`config.mk`:
```
export PLATFORM = sky130hd
export DESIGN_NAME = ieee488_port
export DESIGN_NICKNAME = d
export VERILOG_FILES = /design/src/rtl/ieee488_pkg.sv /design/src/rtl/ieee488_fifo.sv /design/src/rtl/ieee488_port.sv
export SDC_FILE = /design/constraint.sdc
export NUM_CORES = 1
export LEC_CHECK = 0
export BUFFER_PORTS_ARGS = -buffer_cell sky130_fd_sc_hd__buf_4
export CORE_MARGIN = 4
export CORE_UTILIZATION = 30
export DETAILED_ROUTE_END_ITERATION = 8
export PLACE_DENSITY = 0.49
export SYNTH_ARGS = -nofsm -noshare
export SYNTH_HDL_FRONTEND = slang
export SYNTH_SLANG_ARGS = --single-unit
```
`constraint.sdc`:
```
create_clock -name clk -period 6.8 [get_ports clk]
set_input_delay 1.36 -clock clk [delete_from_list [all_inputs] [get_ports clk]]
set_output_delay 1.36 -clock clk [all_outputs]
set_load 0.1 [all_outputs]
```
`src/rtl/ieee488_pkg.sv`:
```
// Shared types and constants for the IEEE-488 handshake engine.
// Bus lines are open-collector style: 1 = released, 0 = asserted.
package ieee488_pkg;
    typedef enum logic [2:0] {S_IDLE, S_WRFD, S_SETTLE, S_DAV, S_DONE} src_state_t;
    typedef enum logic [1:0] {A_IDLE, A_RDY, A_ACC, A_WDAVH} acc_state_t;

    localparam int TX_W = 9;
    localparam int RX_W = 10;

    localparam logic REL    = 1'b1;
    localparam logic ASSERT = 1'b0;
endpackage

```
`src/rtl/ieee488_fifo.sv`:
```
// Synchronous first-word-fall-through FIFO with extra-MSB pointers.
// A pop on a full FIFO frees room for a same-cycle push; a pop on empty is ignored.
module ieee488_fifo #(
    parameter int WIDTH = 8,
    parameter int DEPTH = 16
) (
    input  logic             clk,
    input  logic             reset,
    input  logic             clear,
    input  logic             push,
    input  logic [WIDTH-1:0] push_data,
    input  logic             pop,
    output logic [WIDTH-1:0] pop_data,
    output logic             full,
    output logic             empty
);
    localparam int AW = $clog2(DEPTH);

    logic [WIDTH-1:0] mem [DEPTH];
    logic [AW:0]      wr_ptr;
    logic [AW:0]      rd_ptr;
    logic             do_push;
    logic             do_pop;

    assign empty    = (wr_ptr == rd_ptr);
    assign full     = (wr_ptr[AW] != rd_ptr[AW]) && (wr_ptr[AW-1:0] == rd_ptr[AW-1:0]);
    assign do_pop   = pop && !empty;
    assign do_push  = push && (!full || pop);
    assign pop_data = mem[rd_ptr[AW-1:0]];

    always_ff @(posedge clk) begin
        if (do_push && !reset && !clear)
            mem[wr_ptr[AW-1:0]] <= push_data;
    end

    always_ff @(posedge clk) begin
        if (reset || clear) begin
            wr_ptr <= '0;
            rd_ptr <= '0;
        end else begin
            if (do_push)
                wr_ptr <= wr_ptr + (AW+1)'(1);
            if (do_pop)
                rd_ptr <= rd_ptr + (AW+1)'(1);
        end
    end
endmodule

```
`src/rtl/ieee488_port.sv`:
```
// IEEE-488 three-wire handshake engine: source FSM and acceptor FSM, each
// buffered by a FIFO, with ATN acceptance, EOI tagging, no-listener and timeout.
//
// state    | meaning
// S_IDLE   | lines released, waiting for talk and a queued byte
// S_WRFD   | data/EOI driven, waiting for NRFD released with NDAC asserted
// S_SETTLE | data held SETTLE ticks before DAV
// S_DAV    | DAV asserted, waiting for NDAC released
// S_DONE   | byte accepted, lines released
// A_IDLE   | NRFD/NDAC asserted; leaves when RX FIFO has room
// A_RDY    | NRFD released, waiting for DAV asserted
// A_ACC    | byte captured, NDAC released
// A_WDAVH  | waiting for DAV released
module ieee488_port
    import ieee488_pkg::*;
#(
    parameter int DEPTH   = 16,
    parameter int SETTLE  = 2,
    parameter int TIMEOUT = 4096
) (
    input  logic       clk,
    input  logic       reset,
    input  logic       ce,
    input  logic       talk,
    input  logic       listen,
    input  logic [7:0] tx_data,
    input  logic       tx_eoi,
    input  logic       tx_valid,
    output logic       tx_ready,
    output logic [7:0] rx_data,
    output logic       rx_eoi,
    output logic       rx_atn,
    output logic       rx_valid,
    input  logic       rx_ready,
    input  logic [7:0] ieee_data_i,
    output logic [7:0] ieee_data_o,
    input  logic       ieee_atn_i,
    input  logic       ieee_ifc_i,
    input  logic       ieee_dav_i,
    output logic       ieee_dav_o,
    input  logic       ieee_eoi_i,
    output logic       ieee_eoi_o,
    input  logic       ieee_nrfd_i,
    output logic       ieee_nrfd_o,
    input  logic       ieee_ndac_i,
    output logic       ieee_ndac_o,
    output logic       timeout,
    output logic       no_listener
);
    localparam int TW = $clog2(TIMEOUT + 1);
    localparam int SW = $clog2(SETTLE + 2);
    localparam logic [TW-1:0] TMO_LOAD    = TW'(TIMEOUT - 1);
    localparam logic [SW-1:0] SETTLE_LOAD = SW'(SETTLE);

    src_state_t      src_state;
    acc_state_t      acc_state;
    logic [TW-1:0]   tmo_cnt;
    logic [SW-1:0]   settle_cnt;
    logic            ifc, atn, acc_active;
    logic            tx_full, tx_empty, tx_pop;
    logic            rx_full, rx_empty, rx_push;
    logic [TX_W-1:0] tx_head;
    logic [RX_W-1:0] rx_head, rx_word;

    assign ifc        = (ieee_ifc_i == ASSERT);
    assign atn        = (ieee_atn_i == ASSERT);
    assign acc_active = listen || atn;

    assign tx_pop  = ce && !ifc && !atn && (src_state == S_DAV) && (ieee_ndac_i == REL);
    assign rx_push = ce && !ifc && acc_active && (acc_state == A_RDY) && (ieee_dav_i == ASSERT);

    ieee488_fifo #(.WIDTH(TX_W), .DEPTH(DEPTH)) u_tx_fifo (
        .clk(clk), .reset(reset), .clear(ifc),
        .push(tx_valid && tx_ready), .push_data({tx_eoi, tx_data}),
        .pop(tx_pop), .pop_data(tx_head), .full(tx_full), .empty(tx_empty)
    );

    ieee488_fifo #(.WIDTH(RX_W), .DEPTH(DEPTH)) u_rx_fifo (
        .clk(clk), .reset(reset), .clear(ifc),
        .push(rx_push), .push_data({~ieee_atn_i, ~ieee_eoi_i, ~ieee_data_i}),
        .pop(rx_ready), .pop_data(rx_head), .full(rx_full), .empty(rx_empty)
    );

    assign tx_ready = !tx_full;
    assign rx_valid = !rx_empty;
    assign rx_word  = rx_empty ? '0 : rx_head;
    assign rx_data  = rx_word[7:0];
    assign rx_eoi   = rx_word[8];
    assign rx_atn   = rx_word[9];

    always_ff @(posedge clk) begin
        if (reset || ifc) begin
            src_state   <= S_IDLE;
            ieee_dav_o  <= REL;
            ieee_data_o <= 8'hFF;
            ieee_eoi_o  <= REL;
            timeout     <= 1'b0;
            no_listener <= 1'b0;
            settle_cnt  <= SETTLE_LOAD;
            tmo_cnt     <= TMO_LOAD;
        end else if (ce) begin
            // Counter only runs while parked in a handshake wait state.
            if (src_state == S_WRFD || src_state == S_DAV)
                tmo_cnt <= tmo_cnt - TW'(1);
            else
                tmo_cnt <= TMO_LOAD;

            if (atn) begin
                src_state   <= S_IDLE;
                ieee_dav_o  <= REL;
                ieee_data_o <= 8'hFF;
                ieee_eoi_o  <= REL;
            end else begin
                case (src_state)
                    S_IDLE: if (talk && !tx_empty) begin
                        src_state   <= S_WRFD;
                        ieee_data_o <= ~tx_head[7:0];
                        ieee_eoi_o  <= tx_head[8] ? ASSERT : REL;
                    end
                    S_WRFD: if (ieee_nrfd_i == REL && ieee_ndac_i == REL) begin
                        no_listener <= 1'b1;
                        src_state   <= S_IDLE;
                        ieee_data_o <= 8'hFF;
                        ieee_eoi_o  <= REL;
                    end else if (ieee_nrfd_i == REL) begin
                        src_state  <= S_SETTLE;
                        settle_cnt <= SETTLE_LOAD;
                    end else if (tmo_cnt == '0) begin
                        timeout     <= 1'b1;
                        src_state   <= S_IDLE;
                        ieee_data_o <= 8'hFF;
                        ieee_eoi_o  <= REL;
                    end
                    S_SETTLE: if (settle_cnt < SW'(2)) begin
                        src_state  <= S_DAV;
                        ieee_dav_o <= ASSERT;
                    end else begin
                        settle_cnt <= settle_cnt - SW'(1);
                    end
                    S_DAV: if (ieee_ndac_i == REL) begin
                        timeout     <= 1'b0;
                        no_listener <= 1'b0;
                        src_state   <= S_DONE;
                        ieee_dav_o  <= REL;
                        ieee_data_o <= 8'hFF;
                        ieee_eoi_o  <= REL;
                    end else if (tmo_cnt == '0) begin
                        timeout     <= 1'b1;
                        src_state   <= S_IDLE;
                        ieee_dav_o  <= REL;
                        ieee_data_o <= 8'hFF;
                        ieee_eoi_o  <= REL;
                    end
                    S_DONE:  src_state <= S_IDLE;
                    default: src_state <= S_IDLE;
                endcase
            end
        end
    end

    always_ff @(posedge clk) begin
        if (reset || ifc) begin
            acc_state   <= A_IDLE;
            ieee_nrfd_o <= REL;
            ieee_ndac_o <= REL;
        end else if (ce) begin
            if (!acc_active) begin
                acc_state   <= A_IDLE;
                ieee_nrfd_o <= REL;
                ieee_ndac_o <= REL;
            end else begin
                case (acc_state)
                    A_IDLE: begin
                        ieee_ndac_o <= ASSERT;
                        if (rx_full) begin
                            ieee_nrfd_o <= ASSERT;
                        end else begin
                            ieee_nrfd_o <= REL;
                            acc_state   <= A_RDY;
                        end
                    end
                    A_RDY: if (ieee_dav_i == ASSERT) begin
                        ieee_nrfd_o <= ASSERT;
                        acc_state   <= A_ACC;
                    end
                    A_ACC: begin
                        ieee_ndac_o <= REL;
                        acc_state   <= A_WDAVH;
                    end
                    A_WDAVH: if (ieee_dav_i == REL) begin
                        ieee_ndac_o <= ASSERT;
                        acc_state   <= A_IDLE;
                    end
                    default: acc_state <= A_IDLE;
                endcase
            end
        end
    end
endmodule

```
==> results.sh, run 1 <==
export IMPL_status="complete, no violations"
export IMPL_power_density_nw_per_um2=265
export IMPL_grt_setup_unrepaired="no"
export IMPL_numClockSinks=366
export IMPL_period_share=0.693
export IMPL_syn_num_nets=935
export IMPL_gr_total_overflow=0
export IMPL_start_util=0.304
export IMPL_finalWirelength_mm=35.3
export IMPL_via_count=7934
export IMPL_critPathMaxFanout=22
export IMPL_finalMaxSlewViolations=0
export IMPL_final_hold_violation_count=0
export IMPL_clk_pin_slew_worst_paths_ns=0.05
export IMPL_crit_required_ns=5.44
export IMPL_grt_max_degree=43
export IMPL_yosysTopAreaCellShare=0.612
export IMPL_synth_edf_count=304
export IMPL_ys_seq_area_frac=0.695
export IMPL_antenna_found_initial=0
export IMPL_syn_to_final_growth_pct=16.6
export IMPL_worstRegToRegCells=5
export IMPL_rows=81
export IMPL_synth_distinct_cells=61
export IMPL_cts_max_level=2
export IMPL_gr_usage_met2=0.222
export IMPL_tightestPinTransition_ns=1.09
export IMPL_fin_hold_ws_ns=0.464
export IMPL_r2r_start="u_rx_fifo.wr_ptr[2]$_SDFFE_PP0N_"
export IMPL_numCtsBuffers=41
export IMPL_clk_latency_ns=0.57
export IMPL_ant_nets=0
export IMPL_use_met1=0.175
export IMPL_met3_usage=0.0247
export IMPL_synth_area_per_cell_um2=16.8
export IMPL_fin_area_um2=17400
export IMPL_port_buffers=55
export IMPL_arrival_ns=3.35
export IMPL_postCtsSetupBuffers=0
export IMPL_dieArea_um2=53400
export IMPL_ctsResizeCount=0
export IMPL_place_gp_congestion=0.786
export IMPL_dp_cells=1581
export IMPL_synth_commonest_cells="304 x edfxtp_1, 79 x mux4_2, 66 x nor2_1"
export IMPL_placed_cell_area_um2=16100
export IMPL_cts_tree="yes"
export IMPL_r2r_slack_ns=3.40
export IMPL_hold_path_cell_count=1
export IMPL_fill_cells=4724
export IMPL_ys_flop_type="edfxtp_1"
export IMPL_setup_tns_ns=0
export IMPL_grt_pass1_vias=8119
export IMPL_path_class="flop to output port"
export IMPL_cts_hold_buffers_added=0
export IMPL_skew_ns=0.0236
export IMPL_cap_violations=0
export IMPL_yosysWarnings=0
export IMPL_routedWlPerCell_um=21.3
export IMPL_r2r_end="u_rx_fifo.mem[6][1]$_DFFE_PP_"
export IMPL_period_minus_slack_ns=4.71
export IMPL_ys_top_cells_by_area="edfxtp_1 61%, mux4_2 12%, dfxtp_1 8.3%"
export IMPL_ys_ff_latch=366
export IMPL_grt_pass1_wl_mm=52.6
export IMPL_yosys_area_top_type="edfxtp_1"
export IMPL_grt_total_usage=0.131
export IMPL_synthArstFlopShare=0
export IMPL_cts_root_buf="clkbuf_16"
export IMPL_drc=0
export IMPL_fmax_mhz=212
export IMPL_drtIter0Drc=510
export IMPL_holdCritPathClass="flop to flop"
export IMPL_peakVddDrop_v=0.000159
export IMPL_via_per_inst=4.79
export IMPL_min_from="ieee_nrfd_o$_SDFFE_PP1P_"
export IMPL_syn_area_um2=14900
export IMPL_drive_gt1_frac=0.230
export IMPL_die_w_um=231
export IMPL_end_kind="output port"
export IMPL_cellLeakagePower_nw=5.44
export IMPL_relSlewSlack=0.271
export IMPL_clockBufferDepth=3
export IMPL_yosysMostFrequentCell="edfxtp_1"
export IMPL_insertedDiodeCount=0
export IMPL_start_kind="flop"
export IMPL_dp_hpwl_mm=22.9
export IMPL_coreArea_um2=49100
export IMPL_top_usage_layer="met2"
export IMPL_netlist_instances=889
export IMPL_setup_viol=0
export IMPL_die_y_um=231
export IMPL_nets=1006
export IMPL_holdPathEnd="ieee_nrfd_o$_SDFFE_PP1P_"
export IMPL_dr_pass1_iters=4
export IMPL_io_pins=56
export IMPL_stdcell_count=1655
==> metal layers <==
layer	wire [um]	part of all wire
met3	1480	0.042
met4	633	0.018
met1	15500	0.44
met5	0	0
met2	17600	0.50
==> sequential cells by signal, summed over array words and instances (netlist names), named ones only <==
register	cells
ieee_nrfd_o	1
u_rx_fifo.rd_ptr	5
no_listener	1
ieee_data_o	8
u_rx_fifo.wr_ptr	5
ieee_dav_o	1
ieee_ndac_o	1
u_tx_fifo.mem	144
u_tx_fifo.rd_ptr	5
src_state	3
tmo_cnt	13
settle_cnt	2
u_rx_fifo.mem	160
ieee_eoi_o	1
acc_state	2
timeout	1
u_tx_fifo.wr_ptr	5
==> area by class of cell <==
cell class | instances | area (um2) | area share
multi-input cells | 452 | 4290 | 0.247
clock buffers | 56 | 1090 | 0.0628
clock inverters | 18 | 164 | 0.00942
well taps | 664 | 831 | 0.0478
flip-flops and latches | 366 | 10400 | 0.596
inverters | 26 | 97.6 | 0.00561
repair buffers | 73 | 548 | 0.0315
==> worst max path at each step <==
stage	to
3_5_place_dp	u_rx_fifo.mem[4][9]$_DFFE_PP_
4_1_cts	rx_eoi
3_3_place_gp	u_rx_fifo.mem[1][2]$_DFFE_PP_
6_report	rx_data[3]
5_1_grt	rx_eoi
2_1_floorplan	rx_atn
==> power by group <==
| group | internal, mW | switching, mW |
|---|---|---|
| clock | 1.18 | 0.903 |
| combinational | 0.0275 | 0.0742 |
| sequential | 2.43 | 0.00275 |
==> cells in the final DEF, fill, tap and decap left out, drive strengths merged, types with 5 or more instances in the layout <==
| cell type | n |
|---|---|
| a211oi | 5 |
| nand2b | 11 |
| buf | 73 |
| mux4 | 81 |
| ha | 16 |
| a31oi | 6 |
| nand3 | 18 |
| mux2i | 23 |
| nor2b | 19 |
| nand4 | 9 |
| clkinv | 15 |
| o21ai | 18 |
| dfxtp | 62 |
| clkbuf | 56 |
| xnor2 | 22 |
| nor3 | 16 |
| nor2 | 66 |
| xor2 | 12 |
| o32a | 6 |
| mux2 | 6 |
| a21oi | 24 |
| inv | 27 |
| nor4 | 8 |
| edfxtp | 304 |
| nand2 | 33 |
==> critical path, stage by stage (launching register included) <==
cell and delay, ns:
dfxtp_2 0.77, buf_4 0.50, mux4_2 0.56, mux4_2 0.51, nor2b_1 0.16, buf_4 0.28
==> per-stage QoR <==
stage | power, mW | worst slack, ns | utilization
2_1_floorplan | 2.53 | 2.91 | -
6_report | 4.61 | 2.09 | 0.355
5_1_grt | 4.79 | 1.85 | 0.355
3_3_place_gp | 2.58 | 2.53 | 0.329
3_5_place_dp | 2.58 | 2.51 | 0.329
4_1_cts | 4.68 | 1.97 | 0.355
==> cell families (layout without fill, tap and decap cells) <==
| logic type | after synthesis | count (layout) | share of synthesized area |
|---|---|---|---|
| AND/OR/NAND/NOR | 208 | 208 | 0.0719 |
| buffers and inverters | 71 | 173 | 0.0193 |
| AO/OA/AOI/OAI | 84 | 84 | 0.0376 |
| adder cells (fa/ha/maj) | 16 | 16 | 0.0134 |
| flip-flops | 366 | 366 | 0.695 |
| XOR/XNOR | 34 | 34 | 0.0200 |
| multiplexers | 110 | 110 | 0.143 |
Power figures use the tool's default switching activity.
==> run 2: changes to the inputs <==
- ABC_AREA: not set -> 1
- PLACE_DENSITY: 0.49 -> 0.5
- clock period: 6.8 -> 4.3 ns (I/O delays scaled with it)
==> run 2 against run 1 <==
Hold slack got worse by 0.0058 ns. Cell count rose by 36%. Critical path depth did not move. Area after synthesis rose by 5.5%. Setup slack got worse by 1.7 ns. Utilization fell by 0.50 points. Register-to-register slack got worse by 1.8 ns.
==> results.sh, run 2 <==
export IMPL_yosys_area_top_type="edfxtp_1"
export IMPL_setup_viol=0
export IMPL_dr_pass1_iters=6
export IMPL_port_buffers=55
export IMPL_grt_setup_unrepaired="no"
export IMPL_clk_pin_slew_worst_paths_ns=0.06
export IMPL_syn_to_final_growth_pct=14.6
export IMPL_yosysTopAreaCellShare=0.580
export IMPL_grt_pass1_vias=10700
export IMPL_period_minus_slack_ns=3.94
export IMPL_start_util=0.305
export IMPL_r2r_slack_ns=1.55
export IMPL_grt_pass1_wl_mm=63.3
export IMPL_dp_hpwl_mm=25.7
export IMPL_antenna_found_initial=0
export IMPL_gr_total_overflow=0
export IMPL_grt_max_degree=86
export IMPL_dieArea_um2=56200
export IMPL_critPathMaxFanout=48
export IMPL_ys_ff_latch=366
export IMPL_cts_hold_buffers_added=0
export IMPL_syn_area_um2=15700
export IMPL_yosysMostFrequentCell="nand2_1"
export IMPL_status="complete, no violations"
export IMPL_drc=0
export IMPL_final_common_cell="nand2_1"
export IMPL_synth_area_per_cell_um2=10.6
export IMPL_relSlewSlack=0.304
export IMPL_crit_required_ns=3.44
export IMPL_cts_tree="yes"
export IMPL_period_share=0.917
export IMPL_clockBufferDepth=3
export IMPL_peakVddDrop_v=0.000272
export IMPL_skew_ns=0.0382
export IMPL_place_gp_congestion=0.845
export IMPL_r2r_end="u_tx_fifo.mem[9][7]$_DFFE_PP_"
export IMPL_drive_gt1_frac=0.104
export IMPL_die_w_um=237
export IMPL_ys_flop_type="edfxtp_1"
export IMPL_largest_reg_flops=160
export IMPL_fin_area_um2=18000
export IMPL_arrival_ns=3.08
export IMPL_numClockSinks=366
export IMPL_r2r_start="u_tx_fifo.wr_ptr[0]$_SDFFE_PP0N_"
export IMPL_cts_root_buf="clkbuf_16"
export IMPL_via_count=10800
export IMPL_dp_cells=2169
export IMPL_tightestPinTransition_ns=1.04
export IMPL_holdPathEnd="no_listener$_SDFFE_PP0P_"
export IMPL_synth_edf_count=304
export IMPL_holdCritPathClass="flop to flop"
export IMPL_io_pins=56
export IMPL_postCtsSetupBuffers=0
export IMPL_ys_seq_area_frac=0.659
export IMPL_worstRegToRegCells=9
export IMPL_stdcell_count=2244
export IMPL_synthArstFlopShare=0
export IMPL_ant_nets=0
export IMPL_start_kind="flop"
export IMPL_insertedDiodeCount=0
export IMPL_cts_max_level=2
export IMPL_synth_distinct_cells=41
export IMPL_fmax_mhz=253
export IMPL_yosysWarnings=0
export IMPL_final_cell_mix="321 x nand2_1, 304 x edfxtp_1, 212 x nand3_1"
export IMPL_rows=83
export IMPL_die_y_um=237
export IMPL_finalMaxSlewViolations=0
export IMPL_via_per_inst=4.79
export IMPL_grt_total_usage=0.144
export IMPL_placed_cell_area_um2=16800
export IMPL_min_from="no_listener$_SDFFE_PP0P_"
export IMPL_setup_tns_ns=0
export IMPL_cap_violations=0
export IMPL_end_kind="output port"
export IMPL_ys_top_cells_by_area="edfxtp_1 58%, dfxtp_1 7.9%, nand2_1 7.7%"
export IMPL_power_density_nw_per_um2=405
export IMPL_drtIter0Drc=831
export IMPL_path_class="flop to output port"
export IMPL_synth_commonest_cells="321 x nand2_1, 304 x edfxtp_1, 212 x nand3_1"
export IMPL_routedWlPerCell_um=18.3
export IMPL_coreArea_um2=51600
export IMPL_finalWirelength_mm=41.0
export IMPL_ctsResizeCount=0
export IMPL_hold_path_cell_count=2
export IMPL_numCtsBuffers=41
export IMPL_final_hold_violation_count=0
export IMPL_clk_latency_ns=0.59
export IMPL_netlist_instances=1486
export IMPL_syn_num_nets=1532
export IMPL_nets=1578
export IMPL_cellLeakagePower_nw=6.49
-- run 2: power breakdown --
| group | switching (mW) | leakage (nW) | internal [mW] |
|---|---|---|---|
| clock | 1.45 | 0.600 | 1.79 |
| sequential | 0.00796 | 3.24 | 3.85 |
| combinational | 0.175 | 2.66 | 0.0528 |
| total | 1.63 | 6.49 | 5.68 |
-- run 2: metal layers --
metal,GRT usage,up-vias,wire [um],part of all wire
met2,0.242,243,19800,0.48
li1,-,5230,-,-
met5,0,-,0,0
met1,0.193,5221,18500,0.45
met3,0.0242,61,1860,0.045
met4,0.0412,0,896,0.022
-- run 2: how the worst max path moves through the flow --
stage	to	slack [ns]
after CTS	rx_data[4]	0.34
after global routing	rx_data[5]	0.13
after floorplan	rx_atn	-0.03
after detailed placement	rx_data[4]	0.98
after global placement	rx_data[4]	1.0
final	rx_data[1]	0.36
-- run 2: logic make-up (layout without fill, tap and decap cells) --
kind of cell / count (synthesis) / in the layout / share of synthesized area
simple gates: 643 / 643 / 0.181
xor+xnor: 14 / 14 / 0.00779
mux: 10 / 10 / 0.00636
fa+ha+maj: 16 / 16 / 0.0127
flops: 366 / 366 / 0.659
buf+inv: 220 / 298 / 0.0565
compound gates: 217 / 217 / 0.0768
-- run 2: critical path, cell delays in order (launching register included) --
cell and delay (ns):
dfxtp_2 0.93, clkinv_1 0.59, o211ai_1 0.31, nand3_1 0.11
a21oi_1 0.21, buf_4 0.33
-- run 2: final cells by class --
class	count	area [um2]
Inverter	152	573
Timing Repair Buffer	71	533
Clock buffer	55	1080
Multi-Input combinational cell	900	4480
Tap cell	680	851
Clock inverter	20	153
Fill cell	5135	33600
Sequential cell	366	10400
-- run 2: per-stage QoR --
step	total power [mW]	hold slack, ns	util	setup WS [ns]
after floorplan	4.05	0.428	-	-0.0280
after global placement	4.16	0.441	0.326	0.998
after detailed placement	4.16	0.441	0.326	0.977
after CTS	7.41	0.454	0.350	0.338
after global routing	7.58	0.474	0.350	0.135
final	7.31	0.458	0.350	0.355
==> run 3: changes to the inputs <==
- PLACE_DENSITY: 0.5 -> 0.49
- clock period: 4.3 -> 3.7 ns (I/O delays scaled with it)
==> run 3 against run 2 <==
First-iteration DRC count is 24% lower. Critical path depth increased by 1. Total power increased by 21%. Via count rose by 0.25%.
==> results.sh, run 3 (synthesis gave the netlist of run 2 again) <==
export IMPL_clk_latency_ns=0.57
export IMPL_cap_violations=0
export IMPL_skew_ns=0.0187
export IMPL_hold_path_cell_count=2
export IMPL_min_from="no_listener$_SDFFE_PP0P_"
export IMPL_ant_nets=0
export IMPL_final_cell_mix="321 x nand2_1, 304 x edfxtp_1, 212 x nand3_1"
export IMPL_via_per_inst=4.74
export IMPL_insertedDiodeCount=0
export IMPL_path_class="flop to output port"
export IMPL_fin_hold_ws_ns=0.456
export IMPL_cts_tree="yes"
export IMPL_grt_pass1_vias=10600
export IMPL_postCtsSetupBuffers=0
export IMPL_drc=0
export IMPL_r2r_end="u_rx_fifo.mem[11][5]$_DFFE_PP_"
export IMPL_numClockSinks=366
export IMPL_relSlewSlack=0.331
export IMPL_r2r_slack_ns=1.13
export IMPL_antenna_found_initial=1
export IMPL_tightestPinTransition_ns=0.999
export IMPL_start_kind="flop"
export IMPL_arrival_ns=2.65
export IMPL_holdCritPathClass="flop to flop"
export IMPL_preCtsSetupSlack_ns=0.644
export IMPL_critPathMaxFanout=37
export IMPL_via_count=10800
export IMPL_grt_pass1_wl_mm=62.2
export IMPL_final_common_cell="nand2_1"
export IMPL_fmax_mhz=295
export IMPL_port_buffers=55
export IMPL_dieArea_um2=56200
export IMPL_crit_slowest_cell="dfxtp_4"
export IMPL_cts_max_level=2
export IMPL_cts_hold_buffers_added=0
export IMPL_die_y_um=237
export IMPL_final_util=0.357
export IMPL_setup_tns_ns=0
export IMPL_cts_root_buf="clkbuf_16"
export IMPL_power_density_nw_per_um2=480
export IMPL_power_total_mw=8.85
export IMPL_gr_total_overflow=0
export IMPL_die_w_um=237
export IMPL_period_share=0.916
export IMPL_crit_required_ns=2.96
export IMPL_max_stage_delay_ns=0.65
export IMPL_holdPathEnd="no_listener$_SDFFE_PP0P_"
export IMPL_r2r_start="acc_state[1]$_SDFFE_PP0P_"
export IMPL_grt_setup_unrepaired="no"
export IMPL_peakVddDrop_v=0.000330
export IMPL_ctsResizeCount=0
export IMPL_drtIter0Drc=632
export IMPL_setup_ws_ns=0.309
export IMPL_drive_gt1_frac=0.125
export IMPL_finalMaxSlewViolations=0
export IMPL_period_minus_slack_ns=3.39
export IMPL_io_pins=56
export IMPL_numCtsBuffers=42
export IMPL_grt_max_degree=73
export IMPL_start_util=0.305
export IMPL_cellLeakagePower_nw=6.74
export IMPL_place_gp_congestion=0.798
export IMPL_largest_reg_flops=160
export IMPL_finalWirelength_mm=40.6
export IMPL_rows=83
export IMPL_routedWlPerCell_um=17.8
export IMPL_dr_pass1_iters=5
export IMPL_setup_viol=0
export IMPL_final_hold_violation_count=0
export IMPL_syn_to_final_growth_pct=17.0
export IMPL_nets=1611
export IMPL_coreArea_um2=51600
export IMPL_grt_total_usage=0.141
export IMPL_worstRegToRegCells=8
export IMPL_status="complete, no violations"
export IMPL_clk_pin_slew_worst_paths_ns=0.06
export IMPL_end_kind="output port"
export IMPL_clockBufferDepth=3
export IMPL_fill_cells=5088
export IMPL_dp_hpwl_mm=25.5
export IMPL_critical_path_cell_chain="buf_4, o211ai_1, nand3_1, nand3_1, a21oi_1, buf_4"
==> run 3: worst max path at each step <==
| stage | startpoint | end | cells after the start |
|---|---|---|---|
| after global placement | flop | rx_atn | 6 |
| final | flop | rx_atn | 6 |
| after floorplan | u_rx_fifo.rd_ptr[0]$_SDFFE_PP0P_ | rx_atn | 5 |
| after global routing | flop | rx_atn | 6 |
| after CTS | flop | rx_atn | 6 |
| after detailed placement | flop | rx_atn | 6 |
==> run 3: metal layers <==
layer	up-vias	share of wire	GRT usage
li1	5290	-	-
met1	5209	0.46	0.192
met2	222	0.48	0.230
met3	59	0.043	0.0267
met4	2	0.022	0.0418
met5	-	0.00042	0
==> run 3: power by group <==
group	total (mW)	internal, mW	switching [mW]
combinational	0.261	0.0628	0.198
clock	4.11	2.41	1.70
sequential	4.48	4.47	0.00899
==> run 3: final cells by class <==
class | count | area (um2) | share of cell area
flip-flops and latches | 366 | 10400 | 0.563
multi-input cells | 900 | 4480 | 0.243
clock buffers | 52 | 1100 | 0.0596
well taps | 680 | 851 | 0.0462
repair buffers | 103 | 786 | 0.0426
inverters | 152 | 573 | 0.0311
clock inverters | 23 | 259 | 0.0141
==> run 3: per-stage QoR <==
step | cells | area [um2]
2_1_floorplan | 1486 | 15700
3_3_place_gp | 2200 | 17000
3_5_place_dp | 2200 | 17000
4_1_cts | 2275 | 18400
5_1_grt | 2276 | 18400
6_report | 2276 | 18400
==> run 3: worst max-delay path, delay by kind of cell (launching register included) <==
family	cells	cell delay [ns]
AOI/OAI and AO/OA	2	0.48
and+or+nand+nor	2	0.18
DFF	1	0.65
buffers and inverters	2	0.76
